===== src/rtl/bus_time_serializer_pkg.sv =====
// ============================================================================
// Module  : bus_time_serializer_pkg
// Brief   : Shared types and helpers for the bus-to-time-serial multiplexer.
// Revision: 1.0 - initial release
// ============================================================================
`default_nettype none

package bus_time_serializer_pkg;

  typedef enum logic [1:0] {
    MODE_RISE  = 2'b00,
    MODE_FALL  = 2'b01,
    MODE_PULSE = 2'b10,
    MODE_RSVD  = 2'b11
  } mode_e;

  // A 1-input or 2-input mux still needs a 1-bit select.
  function automatic int idx_width(input int n);
    int w;
    w = $clog2(n);
    return (w < 1) ? 1 : w;
  endfunction

endpackage

`default_nettype wire


===== src/rtl/mux_nto1.sv =====
// ============================================================================
// Module  : mux_nto1
// Brief   : NUM_INPUTS-to-1 combinational word mux; out-of-range select -> 0.
// Revision: 1.0 - initial release
// ============================================================================
`default_nettype none

module mux_nto1 #(
  parameter int NUM_INPUTS = 16,
  parameter int BUS_WIDTH  = 8,
  parameter int SEL_W      = 4
) (
  input  logic [NUM_INPUTS*BUS_WIDTH-1:0] din,
  input  logic [SEL_W-1:0]                sel,
  output logic [BUS_WIDTH-1:0]            dout
);

  always_comb begin
    dout = '0;
    for (int i = 0; i < NUM_INPUTS; i++) begin
      if (sel == SEL_W'(i)) begin
        dout = din[i*BUS_WIDTH +: BUS_WIDTH];
      end
    end
  end

endmodule

`default_nettype wire


===== src/rtl/bus_time_serializer.sv =====
// ============================================================================
// Module  : bus_time_serializer
// Brief   : Serialises NUM_INPUTS parallel words onto one bus, paced by
//           select_line, with a run-time transition mode latched per gamma
//           cycle. Optional macro BUS_TIME_SERIALIZER_SNAPSHOT_EN freezes the
//           source words on gamma_start.
// Revision: 1.0 - initial release
// ============================================================================
`default_nettype none

module bus_time_serializer
  import bus_time_serializer_pkg::*;
#(
  parameter int GAMMA_CYCLE_WIDTH = 16,
  parameter int NUM_INPUTS        = GAMMA_CYCLE_WIDTH,
  parameter int BUS_WIDTH         = 8,
  parameter int IDX_W             = idx_width(NUM_INPUTS)
) (
  input  logic                            aclk,
  input  logic                            grst,
  input  logic [NUM_INPUTS*BUS_WIDTH-1:0] inputs,
  input  logic                            select_line,
  input  logic                            gamma_start,
  input  logic [1:0]                      mode,
  output logic [BUS_WIDTH-1:0]            y,
  output logic                            y_valid,
  output logic [IDX_W-1:0]                chan_idx,
  output logic                            wrapped
);

  localparam logic [IDX_W-1:0] LAST_IDX = IDX_W'(NUM_INPUTS - 1);

  logic [IDX_W-1:0]                idx;
  logic                            sel_q;
  mode_e                           mode_q;
  logic                            valid_raw;
  logic                            advance;
  logic [BUS_WIDTH-1:0]            mux_out;
  logic [NUM_INPUTS*BUS_WIDTH-1:0] mux_src;

`ifdef BUS_TIME_SERIALIZER_SNAPSHOT_EN
  logic [NUM_INPUTS*BUS_WIDTH-1:0] snap;

  always_ff @(posedge aclk) begin
    if (grst) begin
      snap <= '0;
    end else if (gamma_start) begin
      snap <= inputs;
    end
  end

  assign mux_src = snap;
`else
  assign mux_src = inputs;
`endif

  always_comb begin
    valid_raw = 1'b0;
    advance   = 1'b0;
    case (mode_q)
      MODE_RISE: begin
        valid_raw = select_line;
        advance   = !select_line;
      end
      MODE_FALL: begin
        valid_raw = !select_line;
        advance   = select_line;
      end
      MODE_PULSE: begin
        valid_raw = select_line;
        advance   = sel_q && !select_line;
      end
      default: begin
        valid_raw = 1'b0;
        advance   = 1'b0;
      end
    endcase
  end

  // Gamma restart outranks an advance; sel_q keeps tracking regardless.
  always_ff @(posedge aclk) begin
    if (grst) begin
      idx     <= '0;
      sel_q   <= 1'b0;
      mode_q  <= MODE_RISE;
      wrapped <= 1'b0;
    end else begin
      sel_q <= select_line;
      if (gamma_start) begin
        idx     <= '0;
        wrapped <= 1'b0;
        mode_q  <= mode_e'(mode);
      end else if (advance) begin
        if (idx == LAST_IDX) begin
          idx     <= '0;
          wrapped <= 1'b1;
        end else begin
          idx <= idx + 1'b1;
        end
      end
    end
  end

  mux_nto1 #(
    .NUM_INPUTS (NUM_INPUTS),
    .BUS_WIDTH  (BUS_WIDTH),
    .SEL_W      (IDX_W)
  ) u_mux (
    .din  (mux_src),
    .sel  (idx),
    .dout (mux_out)
  );

  assign y_valid  = valid_raw && !grst;
  assign y        = y_valid ? mux_out : '0;
  assign chan_idx = idx;

endmodule

`default_nettype wire


===== config.mk =====
export PLATFORM = sky130hd
export DESIGN_NAME = bus_time_serializer
export DESIGN_NICKNAME = d
export VERILOG_FILES = /design/src/rtl/bus_time_serializer_pkg.sv /design/src/rtl/mux_nto1.sv /design/src/rtl/bus_time_serializer.sv
export SDC_FILE = /design/constraint.sdc
export NUM_CORES = 1
export LEC_CHECK = 0
export CAP_MARGIN = 0
export CORE_MARGIN = 2
export CORE_UTILIZATION = 34
export DETAILED_ROUTE_END_ITERATION = 12
export PLACE_DENSITY = 0.92
export SLEW_MARGIN = 10
export SYNTH_ARGS = -nofsm -noshare
export SYNTH_HDL_FRONTEND = slang
export SYNTH_SLANG_ARGS = --single-unit

===== constraint.sdc =====
create_clock -name aclk -period 2.8 [get_ports aclk]
set_clock_uncertainty 0.15 [all_clocks]
set_input_delay 0.28 -clock aclk [delete_from_list [all_inputs] [get_ports aclk]]
set_output_delay 0.28 -clock aclk [all_outputs]
set_load 0.02 [all_outputs]

**After elaboration in Yosys (flattened, before gate mapping)**

Index checks and enable logic that the tools add are counted.

- Input bits: 134
- Output and inout bits: 14
- Logic and storage cells: 51
- Bits in registers: 8

- Muxes and demuxes: 20
- $add $sub $neg: 1
- Eq/ne operators: 17
- Reduce and logical (&&, ||, !) cells: 9

Operator list:

| operator | count |
|---|---|
| 8-bit 2-to-1 mux | 17 |
| 4-bit equality test, second input constant | 8 |
| 4-bit by 3-bit equality test with 1-bit output, second input constant | 4 |
| 4-bit by 2-bit equality test with 1-bit output, second input constant | 2 |
| 4-bit by 1-bit adder with 4-bit output, second input constant | 1 |
| 4-bit by 1-bit equality test with 1-bit output, second input constant | 1 |
| 4-bit zero test | 1 |
| 4-bit 2-to-1 mux | 1 |
| 2-bit OR reduction | 2 |
| 1-bit one-hot mux with 3 select lines | 1 |
| 2-bit by 1-bit equality test with 1-bit output, second input constant | 1 |
| 2-bit equality test, second input constant | 1 |
| 1-bit logical AND | 2 |
| 1-bit zero test | 2 |
| 2-bit zero test | 1 |
| 1-bit one-hot mux with 2 select lines | 1 |
| 2-bit AND reduction | 1 |

**Logic depth before layout (Yosys ltp)**

Gate-level depths: netlist (run 1).

- Depth in word-level cells: 18
- Gate-level depth with buffers: 9
- Gate-level depth less buffers: 7

**Modules after synthesis**

A second synthesis (run 1) with hierarchy kept.

- Cell total of the unflattened synthesis: 236
- Area, all modules: 1796.7 sq um

By module, submodules not included:

| module | area each (sq um) | cells an instance | times used | sequential area each (sq um) |
|---|---|---|---|---|
| mux_nto1 | 1343.8 | 189 | 1 | 0.0 |
| bus_time_serializer | 452.9 | 47 | 1 | 160.2 |

**Worst setup path before layout (run 1)**

No wires, ideal clock.

- Path type: reg-to-output
- From: register idx[0] (netlist: chan_idx[0])
- To: output port y[5]
- Slack: 0.086 ns
- Arrival time: 2.284 ns
- Data required time: 2.370 ns
- Cell stages (with the launch flop): 9
- Path buffers: 1
- Cell sequence: dfxtp_1 -> inv_1 -> ha_1 -> clkinv_1 -> clkbuf_1 -> o221ai_1 -> a21oi_1 -> o22ai_1 -> a221oi_1

- Longest elaborated chain between the ends: 18
- Elaborated cells on any way between the ends: 33
- Classes of those cells: eq/ne: 15; mux: 17; reduce/logical: 1

Ends and longest elaborated chain:

| item | RTL line | RTL |
|---|---|---|
| start, declared | bus_time_serializer.sv:33 | `logic [IDX_W-1:0] idx;` |
| start signal, assigned | bus_time_serializer.sv:98 | `idx <= idx + 1'b1;` |
| 4-bit zero test | mux_nto1.sv:21 | `if (sel == SEL_W'(i)) begin` |
| 8-bit 2-to-1 mux (15 in series) | mux_nto1.sv:21 |  |
| 8-bit 2-to-1 mux (*) | mux_nto1.sv:21 |  |
| 8-bit 2-to-1 mux (*) | bus_time_serializer.sv:115 | `assign y = y_valid ? mux_out : '0;` |
| end, declared | bus_time_serializer.sv:25 | `output logic [BUS_WIDTH-1:0] y,` |

Mark *: on every way between the ends. The rest lies on a longest branch, timed or not.

**Final worst setup path (run 1)**

- From: register idx[0] (netlist: chan_idx[0])
- To: output port y[1]

The elaborated chain is that of the path after synthesis.

==> metrics.md, run 1 <==
| Metric | Value |
|---|---|
| CTS tree | `built` |
| Most numerous cell on the critical path | `buf_4` |
| Seq/Total Area, Yosys | `8.47%` |
| Die width | `78.6 µm` |
| Port Buffers | `147` |
| Share of post-route cells with drive strength above 1 | `17.4%` |
| GP Congestion | `0.973` |
| Post-route cell area | `0.00378 mm²` |
| Ys async rst share | `0%` |
| Root buffer cell | `clkbuf_8` |
| Initial drt markers | `364` |
| Hold Path Class | `reg -> reg` |
| Largest net degree at the start of global routing | `59` |
| Slowest cell delay on critical path | `500 ps` |
| Achievable Freq | `0.365 GHz` |
| Pre-CTS WS | `-224 ps` |
| Number of synthesized register bits | `8` |
| Starting Density | `34.8%` |
| Core area | `0.00544 mm²` |
| FF-to-FF Start | `chan_idx[0]$_SDFFE_PP0P_` |
| # H-tree levels | `1` |
| Max-slew headroom | `59.5%` |
| Critical Path AT | `2310 ps` |
| VDD IR-drop max | `0.233 mV` |
| Period utilization | `97.7%` |
| Pwr Density | `180 mW/mm²` |
| Hold_sp | `mode_q[1]$_SDFFE_PP0P_` |
| Final Hold Vio Count | `0` |
| Number of synthesized flops with an enable pin | `0` |
| Tmin final | `2740 ps` |
| Slowest-stage cell, CP | `or4_4` |
| Drc violations | `0` |
| Max cap viols | `0` |
| Leak | `1.36 nW` |
| Critical path launch point type | `flop` |
| Fin nets | `605` |
| Hold slack | `385 ps` |
| CTS buffer count | `3` |
| Max Slew Vio Count | `0` |
| Status | `completed` |
| Unrepaired setup endpoints after global routing | `yes` |
| Total number of vias | `3,159` |
| Clk Latency, worst-skew pair | `230 ps` |
| Ant diodes | `0` |
| Initial antenna violation count | `0` |
| Delay-heaviest family, CP | `simple AND/OR/NAND/NOR gates` |
| # IOs | `148` |
| Vias in the first global route | `2,894` |
| WP buf/inv | `3` |
| Per-cell routed wire length | `17.4 µm` |
| First-pass GRT wire length | `14,200 µm` |
| Post-Syn Area per Cell | `6.29 µm²` |
| Num rows | `27` |
| GRT Total Usage | `28.2%` |
| Worst-path cell chain | `ha_1, buf_4, or2_2, buf_4, or4_4, o311ai_4, a221oi_2, buf_4` |
| Area grow syn2layout | `100%` |
| Synth Flop Type | `dfxtp_1` |
| Congestion Overflow GR | `0` |
| Final WL | `9330 µm` |
| Crit path launch | `chan_idx[0]$_SDFFE_PP0P_` |
| Vias per cell | `5.88` |
| Yosys cell types | `49` |
| CP required | `2370 ps` |
| Worst Slack Setup Final | `63.6 ps` |
| Worst-Margin Slew | `607 ps` |
| Most frequent cells in the layout | `clkdlybuf4s50_1, buf_4, a21oi_1, nand2_1, o21ai_0` |
| CP max FO | `8` |
| Clk pin slew, worst setup/hold paths | `40 ps` |
| Most common cell after layout, fill and taps aside | `clkdlybuf4s50_1` |
| CP endpoint kind | `primary output` |
| Die H | `78.6 µm` |
| # setup viols final | `0` |
| Cell Area, Synth | `0.00189 mm²` |
| Hold buffer count at cts | `0` |
| Post-Syn Instances | `301` |
| Syn nets | `439` |
| DRT Pass-1 Iters | `6` |
| Clock Path Buffers | `2` |
| Yosys warning total | `0` |
| Placed Area | `0.00369 mm²` |
| Fill count | `440` |
| Sink Count | `8` |
| Final HPWL DP | `7250 µm` |
| Crit Path Class | `reg -> out` |
| Antenna-violating nets left | `0` |
| DIE AREA | `0.00618 mm²` |
synthesized netlist by cell type (3+ instances only):
cell type,number,share of area [%]
nor3_1,10,2.6
a21oi_1,36,9.5
o21ai_0,32,8.5
o22a_1,3,1.4
ha_1,4,2.6
a211oi_1,3,1.2
nand3b_1,6,2.4
a221oi_1,13,6.0
a22o_1,6,2.8
a221oi_2,3,2.4
nand2_1,27,5.4
o22ai_1,4,1.3
o311ai_0,3,1.4
o221ai_1,10,4.6
nor2b_1,4,1.3
nand2b_1,4,1.3
nor2_1,23,4.6
o21a_1,6,2.4
a222oi_1,6,3.2
clkbuf_1,17,3.4
dfxtp_1,8,8.5
inv_1,8,1.6
nand3_1,18,4.8
buf_2,13,3.4
tightest hold or removal path: cells and delay by family, from the launching register on:
family,cells,cell delay (ps)
multiplexers,1,80
AND/OR/NAND/NOR,1,70
flip-flops,1,350
routing by layer:
layer / track usage (%) / wire [µm] / vias to the layer above
li1: - / - / 1488
met1: 36.7 / 3830 / 1434
met2: 46.7 / 4370 / 211
met3: 5.17 / 933 / 26
met4: 8.95 / 199 / 0
met5: 0 / 0 / -
registers in the layout, summed over array words and instances (netlist names):
signal    flops
sel_q         1
mode_q        2
chan_idx      4
wrapped       1
power breakdown:
| part | leakage [nW] | total (W) | internal (W) | switching, W |
|---|---|---|---|---|
| sequential | 0.0670 | 0.000121 | 0.000118 | 0.00000371 |
| clock | 0.0216 | 0.000143 | 0.0000935 | 0.0000498 |
| combinational | 1.27 | 0.000416 | 0.000263 | 0.000153 |
| total | 1.36 | 0.000681 | 0.000474 | 0.000207 |
cell type report:
cell class / count / area [µm²] / share of cell area (%)
timing repair buffer: 195 / 1840 / 48.7
multi-input combinational: 249 / 1600 / 42.4
clock buffer: 3 / 41.3 / 1.09
sequential: 8 / 166 / 4.40
tap: 72 / 90.1 / 2.38
inverter: 10 / 38.8 / 1.03
stage by stage:
step	TNS (ps)	util, %	power [W]	std cells
after CTS	0	68.0	0.000672	537
after floorplan	0	-	0.000254	301
after detailed placement	-1460	67.8	0.000528	534
after global routing	-76.1	69.6	0.000715	537
final	0	69.6	0.000681	537
after global placement	-986	67.8	0.000523	534
logic make-up after synthesis:
group / count (synthesis) / share of synthesized area [%]
AOI/OAI and AO/OA: 139 / 50.5
and+or+nand+nor: 102 / 25.9
buffers and inverters: 44 / 10.6
DFF: 8 / 8.47
adders and majority gates: 4 / 2.65
xor gates and xnor gates: 2 / 0.926
muxes: 2 / 1.06
worst paths after layout:
check / cells after the start / slack (ps) / to
worst max-delay path: 8 / 60 / y[1]
worst min-delay path: 2 / 380 / mode_q[1]$_SDFFE_PP0P_
worst min register to register: 2 / 380 / mode_q[1]$_SDFFE_PP0P_
worst max register to register: 9 / 860 / chan_idx[3]$_SDFFE_PP0P_
timing repair:
action,in CTS,in global routing
gates resized for setup,44,32
setup buffers,0,0
pin swaps,1,8
setup endpoints to repair,8,8
Power figures use the tool's default switching activity.
==> run 2, diff against run 1 <==
--- a/config.mk
+++ b/config.mk
@@ -6,11 +6,10 @@
 export NUM_CORES = 1
 export LEC_CHECK = 0
 export CAP_MARGIN = 0
-export CORE_MARGIN = 2
 export CORE_UTILIZATION = 34
 export DETAILED_ROUTE_END_ITERATION = 12
+export MAX_ROUTING_LAYER = met4
 export PLACE_DENSITY = 0.92
-export SLEW_MARGIN = 10
 export SYNTH_ARGS = -nofsm -noshare
 export SYNTH_HDL_FRONTEND = slang
 export SYNTH_SLANG_ARGS = --single-unit
==> run 2 against run 1 <==
  * Combinational power down 2%
  * Critical endpoint is now y[3]
  * Wire length fell by 1.3%
  * Critical path type unchanged
  * Critical path depth rose by 1
  * Via count rose by 1.1%
==> metrics.md, run 2 (synthesized netlist as in run 1, its figures left out) <==
| Metric | Value |
|---|---|
| Clock share of power | `20.8% (was 21.1%)` |
| Sink Count | `8 (unchanged)` |
| Port Buffers | `147 (unchanged)` |
| Per-cell routed wire length | `17.4 µm (about the same)` |
| Initial drt markers | `310 (was 364)` |
| FF-to-FF Start | `chan_idx[0]$_SDFFE_PP0P_ (unchanged)` |
| CP max FO | `11 (was 8)` |
| Largest net degree at the start of global routing | `59 (unchanged)` |
| Sw frac | `30.1% (was 30.4%)` |
| Final Hold Vio Count | `0 (unchanged)` |
| WP buf/inv | `3 (unchanged)` |
| Internal | `0.000468 W (was 0.000474 W)` |
| Total number of vias | `3,193 (was 3,159)` |
| Max-slew headroom | `64.1% (was 59.5%)` |
| Slowest cell delay on critical path | `360 ps (was 500 ps)` |
| Critical path launch point type | `flop (unchanged)` |
| Starting Density | `36.1% (was 34.8%)` |
| CP required | `2370 ps (about the same)` |
| Post-CTS Setup Bufs | `0 (unchanged)` |
| Reg2reg setup slack | `930 ps (was 860 ps)` |
| Most common cell after layout, fill and taps aside | `clkdlybuf4s50_1 (unchanged)` |
| Antenna-violating nets left | `0 (unchanged)` |
| Gate power share | `61.0% (was 61.1%)` |
| WP depth | `9 (was 8)` |
| Clock Path Buffers | `2 (unchanged)` |
| Reg2reg path depth | `8 (was 9)` |
| Clk Latency, worst-skew pair | `230 ps (about the same)` |
| # IOs | `148 (unchanged)` |
| Area grow syn2layout | `95.0% (was 100%)` |
| Max cap viols | `0 (unchanged)` |
| Pre-CTS WS | `-214 ps (was -224 ps)` |
| CTS tree | `built (unchanged)` |
| Max Slew Vio Count | `0 (unchanged)` |
| # H-tree levels | `1 (unchanged)` |
| Pwr Density | `181 mW/mm² (was 180 mW/mm²)` |
| Status | `completed (unchanged)` |
| Met3 wire len | `1090 µm (was 933 µm)` |
| Most numerous cell on the critical path | `buf_4 (unchanged)` |
| Met2 routed WL | `4220 µm (was 4370 µm)` |
| CP endpoint kind | `primary output (unchanged)` |
| Share of post-route cells with drive strength above 1 | `15.7% (was 17.4%)` |
| GP Congestion | `0.946 (was 0.973)` |
| Ant diodes | `0 (unchanged)` |
| Worst-Margin Slew | `538 ps (was 607 ps)` |
| DRT Pass-1 Iters | `5 (was 6)` |
| VDD IR-drop max | `0.290 mV (was 0.233 mV)` |
| Vias per cell | `6.04 (was 5.88)` |
| Fin nets | `599 (was 605)` |
| Slowest-stage cell, CP | `a311o_1 (was or4_4)` |
| Crit path launch | `chan_idx[1]$_SDFFE_PP0P_ (was chan_idx[0]$_SDFFE_PP0P_)` |
| Period utilization | `97.5% (was 97.7%)` |
| Root buffer cell | `clkbuf_8 (unchanged)` |
| Initial antenna violation count | `0 (unchanged)` |
| Delay-heaviest family, CP | `compound AO/OA/AOI/OAI gates (was simple AND/OR/NAND/NOR gates)` |
| DIE AREA | `0.00587 mm² (was 0.00618 mm²)` |
| Die width | `76.6 µm (was 78.6 µm)` |
| Congestion Overflow GR | `0 (unchanged)` |
| Hold slack | `381 ps (was 385 ps)` |
| NetSw | `0.000201 W (was 0.000207 W)` |
| Critical Path AT | `2300 ps (was 2310 ps)` |
| GRT Total Usage | `31.3% (was 28.2%)` |
| First-pass GRT wire length | `14,700 µm (was 14,200 µm)` |
| Hold Path Class | `reg -> reg (unchanged)` |
| Clk pin slew, worst setup/hold paths | `40 ps (about the same)` |
| Achievable Freq | `0.366 GHz (was 0.365 GHz)` |
| Final TNS setup | `0 ps (unchanged)` |
| Top Metal Used | `met4 (unchanged)` |
| Core area | `0.00524 mm² (was 0.00544 mm²)` |
| CTS buffer count | `3 (unchanged)` |
| Unrepaired setup endpoints after global routing | `yes (unchanged)` |
| Reg-to-Reg End | `chan_idx[3]$_SDFFE_PP0P_ (unchanged)` |
| Final HPWL DP | `7200 µm (was 7250 µm)` |
| Die H | `76.6 µm (was 78.6 µm)` |
| Crit Path Class | `reg -> out (unchanged)` |
| Most frequent cells in the layout | `clkdlybuf4s50_1, buf_4, a21oi_1, nand2_1, o21ai_0 (unchanged)` |
| Worst-path cell chain | `inv_1, ha_2, buf_4, a21oi_1, a311o_1, o31ai_1, o211ai_1, a221oi_1, buf_4 (was ha_1, buf_4, or2_2, buf_4, or4_4, o311ai_4, a221oi_2, buf_4)` |
| Worst Slack Setup Final | `68.7 ps (was 63.6 ps)` |
| Vias in the first global route | `3,032 (was 2,894)` |
| Share of power burned in registers | `18.3% (was 17.8%)` |
| Number of flip-flops in the largest register | `4 (unchanged)` |
| # setup viols final | `0 (unchanged)` |
| Drc violations | `0 (unchanged)` |
| M1 WL | `3670 µm (was 3830 µm)` |
| Final WL | `9220 µm (was 9330 µm)` |
| Tmin final | `2730 ps (was 2740 ps)` |
| Num rows | `26 (was 27)` |
| Leak | `1.31 nW (was 1.36 nW)` |
| CP endpoint | `y[3] (was y[1])` |
## run 2: cell count changes in the layout (fill, tap and decap cells not counted), moves of 2 or more
| cell | before | now |
|---|---|---|
| buf_4 | 48 | 43 |
| a221oi_1 | 8 | 11 |
| a221oi_2 | 8 | 5 |
| o311ai_0 | 0 | 3 |
| o21ai_0 | 24 | 26 |
| o21ai_1 | 8 | 6 |
| o311ai_1 | 2 | 0 |
## run 2: worst register-to-register path, cell delays in order (launching register included)
cell     delay, ps
dfxtp_2        360
ha_1           190
buf_4          210
inv_1          180
buf_4          210
o21ai_0         70
nand3_1         90
a22oi_1        230
nor3_1          70
## run 2: repair_timing
item	CTS	global route
gates cloned	0	0
setup endpoints to repair	8	9
pin swaps	1	4
hold buffers	0	0
resized for setup	46	20
## run 2: layer usage
layer / vias up / global-route usage, %
li1: 1473 / -
met1: 1434 / 37.8
met2: 261 / 52.0
met3: 25 / 6.95
met4: 0 / 8.65
met5: - / -
## run 2: worst min path at each step
stage / cells after the start / from / to / slack, ps
finish: 2 / wrapped$_SDFFE_PP0P_ / wrapped$_SDFFE_PP0P_ / 380
global route: 2 / wrapped$_SDFFE_PP0P_ / wrapped$_SDFFE_PP0P_ / 410
CTS: 2 / wrapped$_SDFFE_PP0P_ / wrapped$_SDFFE_PP0P_ / 380
detailed placement: 2 / wrapped$_SDFFE_PP0P_ / wrapped$_SDFFE_PP0P_ / 360
global placement: 2 / wrapped$_SDFFE_PP0P_ / wrapped$_SDFFE_PP0P_ / 360
floorplan: 1 / select_line / sel_q$_SDFF_PP0_ / 260
## run 2: layout make-up
cell class                      instances  area, µm²
Multi-Input combinational cell        249       1570
Tap cell                               70       87.6
Fill cell                             430       1550
Sequential cell                         8        164
Timing Repair Buffer                  189       1790
Clock buffer                            3       41.3
Inverter                               10       37.5
## run 2: metrics by stage
| step | total power [W] | std cells | area, µm² | util [%] |
|---|---|---|---|---|
| after floorplan | 0.000254 | 301 | 1890 | - |
| after global placement | 0.000517 | 526 | 3630 | 69.3 |
| after detailed placement | 0.000522 | 526 | 3630 | 69.3 |
| after CTS | 0.000660 | 529 | 3640 | 69.5 |
| after global routing | 0.000698 | 529 | 3690 | 70.4 |
| final | 0.000669 | 529 | 3690 | 70.4 |
## run 2: power by group through the flow
stage                     clock network, W  registers [W]  logic (W)
after floorplan                          0       0.000125   0.000130
after global placement                   0       0.000123   0.000394
after detailed placement                 0       0.000124   0.000398
after CTS                         0.000142       0.000122   0.000396
after global routing              0.000145       0.000123   0.000430
final                             0.000139       0.000122   0.000408
==> RTL change 1: new RTL, config.mk and constraints of run 1 <==
Put a register stage on the output `y`, without a reset. The value now appears one clock later. The other outputs are not delayed to match.
--- a/src/rtl/bus_time_serializer.sv
+++ b/src/rtl/bus_time_serializer.sv
@@ -112,7 +112,9 @@
   );
 
   assign y_valid  = valid_raw && !grst;
-  assign y        = y_valid ? mux_out : '0;
+  always_ff @(posedge aclk) begin
+    y <= y_valid ? mux_out : '0;
+  end
   assign chan_idx = idx;
 
 endmodule
Check against the original RTL: not equivalent (Yosys sat finds a counterexample within 4 cycles, from zero or initial values and one cycle with grst high).
==> RTL change 1 against run 1 <==
  * Clock power up 55%
  * Sequential share of layout area rose by 4.9 points
  * Cell area shrank 8.9%
  * Non-clock buffer count decreased by 39
  * Total power rose by 24%
  * Area after synthesis grew 1.3%
  * Register-to-register slack got worse by 490 ps
  * Count of clock-buffer cells in the layout increased by 1
  * Setup slack better by 310 ps
  * Core utilization decreased by 6.6 points
  * Hold slack improved by 7.8 ps
  * Wire length increased by 0.96%
  * Sequential cell count up 8
==> RTL change 1: results (changes against run 1) <==
stage,metric,value,unit,change
outcome,status,"complete, no violations",,
grt,met2_usage,50.00,%,+3.3 points
placement,place.gp.congestion,1.020,,+4.8%
synth,postSynthAreaPerCell,7.148,sq um,+14%
grt,gr-usage-met3,7.955,%,+2.8 points
clock_network,htree_levels,1,,unchanged
clock_network,ctsResizeCount,0,,-100%
placement,dpl_cell_area,3393,sq um,-8.0%
power,ir_drop,0.0001750,V,-25%
worst_hold_path,worstHoldPathType,flop to flop,,
clock_network,cts.clk_slew.worst_paths,70,ps,+30 ps
final_layout,final_cells,472,,-12%
placement,port_buffers,147,,unchanged
grt,track_usage,28.85,%,+0.69 points
placement,hpwl,7.376,mm,+1.8%
grt,grt_pass1_wl,14.15,mm,-0.29%
power,switching_share,28.22,%,-2.1 points
final_layout,n_antenna_cell,0,,unchanged
worst_setup_path,path_max_fanout,16,,+8
final_layout,regMostFlops,y,,
drt,via_per_inst,6.108,,+3.8%
final_layout,nNetsFinal,539,,-11%
clock_network,clk_path_buf_depth,2,,unchanged
sta,tightest_slew,694.6,ps,+87.34 ps
final_layout,n_fill_cell,472,,+7.3%
drt,drt_pass1_iterations,5,,-1
worst_hold_path,hold_path.startpoint,wrapped,,
worst_setup_path,cp-startpoint,chan_idx[0],,
synth,async_reset_ff_share,0,%,unchanged
worst_setup_path,worst_path_largest_cell_delay,470,ps,-30 ps
synth,synth_cell_types,41,,-16%
clock_network,cts_setup_buffers,0,,unchanged
clock_network,clk_latency,260,ps,+30 ps
synth,yosys-top-cells-count,"24 x o21ai_0, 21 x a21oi_1, 20 x nand2_1",,
clock_network,root_buffer,clkbuf_8,,
synth,synthTopCellsByArea,"dfxtp_1 17%, o21ai_0 6.3%, a22o_1 5.9%",,
final_layout,largest_reg_flops,8,,+4
grt,grt_pass1_vias,2726,,-5.8%
worst_setup_path,slowest_stage,dfxtp_1,,
grt,grt_max_degree,24,,-59%
synth,synthFlopType,dfxtp_1,,
final_layout,drive_gt1_share,6.000,%,-11 points
grt,grt_util_met1,33.96,%,-2.7 points
power,p_leak,1.226,nW,-9.6%
drt,drtIter0Drc,278,,-24%
synth,yosysWarnings,0,,unchanged
synth,synth_fp_nets,406,,-7.5%
worst_setup_path,cp_data_arrival_time,2410,ps,+100 ps
drt,drc,0,,unchanged
drt,wirelength,9.424,mm,+0.96%
synth,yosysSeqAreaShare,16.72,%,+8.3 points
clock_network,cts_made_buffers,3,,unchanged
grt,antenna_found_initial,0,,unchanged
## RTL change 1: final timing paths
path              depth (start not counted)  endpoint  slack, ps
hold reg to reg                           2   wrapped        390
setup reg to reg                          8      y[1]        370
hold / removal                            2   wrapped        390
setup / recovery                          8      y[1]        370
## RTL change 1: per-layer routing
metal | part of all wire, % | vias up
li1 | - | 1308
met1 | 35 | 1300
met2 | 48 | 232
met3 | 12 | 43
met4 | 4.5 | 0
met5 | 0 | -
## RTL change 1: cell type report
class	instances	area (sq um)	share of cell area [%]
clock buffers	4	55.05	1.597
flip-flops and latches	16	320.3	9.289
repair buffers	156	1539	44.63
inverters	13	48.80	1.415
multi-input cells	211	1395	40.46
well taps	72	90.09	2.612
## RTL change 1: metrics by stage
step	setup slack, ps	total power [mW]	hold WS (ps)
floorplan	574.3	0.3808	258.2
CTS	411.8	0.8435	383.4
global placement	570.4	0.6188	364.7
finish	369.3	0.8463	392.7
detailed placement	456.8	0.6220	363.9
global route	223.7	0.8787	473.6
## RTL change 1: critical path: cells and delay by family, from the launching register on
family                   cells  cell delay (ps)
flip-flops                   1              470
adder cells (fa/ha/maj)      1              240
AND/OR/NAND/NOR              2              410
buffers and inverters        2              310
AO/OA/AOI/OAI                3              720
## RTL change 1: power by group through the flow
| stage | registers [mW] | clock network [mW] | logic (mW) |
|---|---|---|---|
| floorplan | 0.258 | 0 | 0.122 |
| global placement | 0.250 | 0 | 0.369 |
| detailed placement | 0.250 | 0 | 0.372 |
| CTS | 0.245 | 0.223 | 0.375 |
| global route | 0.246 | 0.233 | 0.399 |
| finish | 0.245 | 0.221 | 0.380 |
## RTL change 1: cell families after synthesis
group	after synthesis	share of synthesized area, %
multiplexers	3	1.568
adder cells (fa/ha/maj)	4	2.613
AO/OA/AOI/OAI	129	48.79
AND/OR/NAND/NOR	74	19.40
XOR/XNOR	1	0.4573
flip-flops	16	16.72
buffers and inverters	41	10.45
==> RTL change 2: new RTL, config.mk and constraints of run 1 <==
Without the edit above. `GAMMA_CYCLE_WIDTH`: 16 -> 14.
--- a/src/rtl/bus_time_serializer.sv
+++ b/src/rtl/bus_time_serializer.sv
@@ -11,7 +11,7 @@
 module bus_time_serializer
   import bus_time_serializer_pkg::*;
 #(
-  parameter int GAMMA_CYCLE_WIDTH = 16,
+  parameter int GAMMA_CYCLE_WIDTH = 14,
   parameter int NUM_INPUTS        = GAMMA_CYCLE_WIDTH,
   parameter int BUS_WIDTH         = 8,
   parameter int IDX_W             = idx_width(NUM_INPUTS)
Interface: changed (resized inputs); port bits go from 148 to 132. No check against the original RTL was run, so the function may have changed too.
==> RTL change 2 against run 1 <==
  * Setup slack improved by 100 ps
  * Largest power group unchanged
  * Via count decreased by 19%
  * Total power decreased by 11%
  * Wire length decreased by 18%
  * Count of clock-buffer cells in the layout stayed put
  * Sequential cell count did not move
  * Area after synthesis decreased by 7.6%
  * Cell area down 15%
==> RTL change 2: results (changes against run 1) <==
stage,metric,value,unit,change
worst_setup_path,cp_data_arrival_time,2200,ps,-110 ps
drt,via_per_inst,5.758,,-2.1%
synth,syn_inst,240,,-20%
synth,synth_cell_types,42,,-14%
final_layout,nNonClkBuffers,155,,-21%
worst_setup_path,worst_path_largest_cell_delay,380,ps,-120 ps
final_layout,buf_share,46.48,%,-2.2 points
placement,hpwl,6.194,mm,-15%
drt,top_layer,met4,,
drt,wirelength,7.677,mm,-18%
power,clock_power_share,23.9,%,+2.8 points
grt,grt_pass1_vias,2409,,-17%
worst_setup_path,path_max_fanout,22,,+14
grt,met2_usage,45.60,%,-1.1 points
final_layout,n_fill_cell,424,,-3.6%
grt,grt_pass1_wl,11.34,mm,-20%
synth,yosys-top-cells-count,"26 x nand2_1, 20 x mux2i_1, 19 x o21ai_0",,
power,p_leak,1.183,nW,-13%
grt,grt_max_degree,31,,-47%
drt,dr_wl_met2,3.891,mm,-11%
final_layout,clock_area_share,1.278,%,+0.19 points
final_layout,nMultiInputCombCells,207,,-17%
clock_network,ctsResizeCount,12,,-73%
grt,grt_util_met1,30.13,%,-6.6 points
grt,track_usage,25.50,%,-2.7 points
drt,m1WireLength,2.990,mm,-22%
final_layout,drive_gt1_share,10.72,%,-6.7 points
power,ir_drop,0.0002324,V,-0.44%
synth,synthTopCellsByArea,"mux2i_1 11%, dfxtp_1 9.2%, nand2b_1 6.1%",,
outcome,status,"complete, no violations",,
worst_setup_path,path_delay_family,compound AO/OA/AOI/OAI gates,,
placement,place_inst,440,,-18%
placement,place.gp.congestion,0.9359,,-3.8%
synth,synth_fp_nets,358,,-18%
drt,drtIter0Drc,204,,-44%
placement,port_buffers,131,,-11%
final_layout,multi_input_area_share,44.42,%,+2.0 points
worst_hold_path,min_to,mode_q[1],,
power,internal_power,0.4273,mW,-9.9%
final_layout,seq_area_share,5.112,%,+0.71 points
drt,vias,2551,,-19%
drt,wl_met3,592,um,-37%
worst_setup_path,slowest_stage,a222oi_1,,
worst_setup_path,reg2regPathDepth,5,,-4
final_layout,nNetsFinal,493,,-19%
final_layout,inverters_excl_clock,0,,-10
worst_setup_path,r2r-start,mode_q[1],,
synth,yosysSeqAreaShare,9.162,%,+0.70 points
sta,final.period_utilization,94.06,%,-3.7 points
drt,drt_pass1_iterations,5,,-1
==> RTL change 2: power groups by stage <==
stage	combinational [mW]	sequential (mW)	clock, mW
after detailed placement	0.337	0.124	0
after global placement	0.329	0.124	0
after global routing	0.357	0.122	0.153
final	0.336	0.122	0.144
after CTS	0.334	0.122	0.147
after floorplan	0.123	0.124	0
==> RTL change 2: logic make-up (layout without fill, tap and decap cells) <==
| family | Yosys count | in the layout | synth area share (%) |
|---|---|---|---|
| AOI/OAI and AO/OA | 94 | 94 | 38.80 |
| xor gates and xnor gates | 1 | 1 | 0.5012 |
| buffers and inverters | 25 | 158 | 9.019 |
| DFF | 8 | 8 | 9.162 |
| muxes | 29 | 29 | 17.25 |
| and+or+nand+nor | 83 | 83 | 25.27 |
==> RTL change 2: per-stage QoR <==
| step | utilization [%] | area (sq um) | hold slack (ps) | worst slack, ps | total power, mW |
|---|---|---|---|---|---|
| after floorplan | - | 1748 | 258.2 | 557.0 | 0.2470 |
| after global placement | 63.15 | 3184 | 367.8 | 156.1 | 0.4531 |
| after detailed placement | 63.15 | 3184 | 379.6 | 89.21 | 0.4613 |
| after CTS | 64.02 | 3228 | 388.5 | 10.50 | 0.6035 |
| after global routing | 64.07 | 3231 | 447.5 | 60.83 | 0.6331 |
| final | 64.07 | 3231 | 390.4 | 166.2 | 0.6027 |
==> RTL change 2: how the worst max path moves through the flow <==
stage / start / endpoint / slack, ps / cells after the start
3_5_place_dp: inputs[67] / y[3] / 90 / 6
5_1_grt: chan_idx[1] / y[4] / 60 / 8
2_1_floorplan: chan_idx[1] / y[1] / 560 / 7
3_3_place_gp: inputs[75] / y[3] / 160 / 6
6_report: chan_idx[0] / y[3] / 170 / 6
4_1_cts: chan_idx[2] / y[5] / 10 / 7
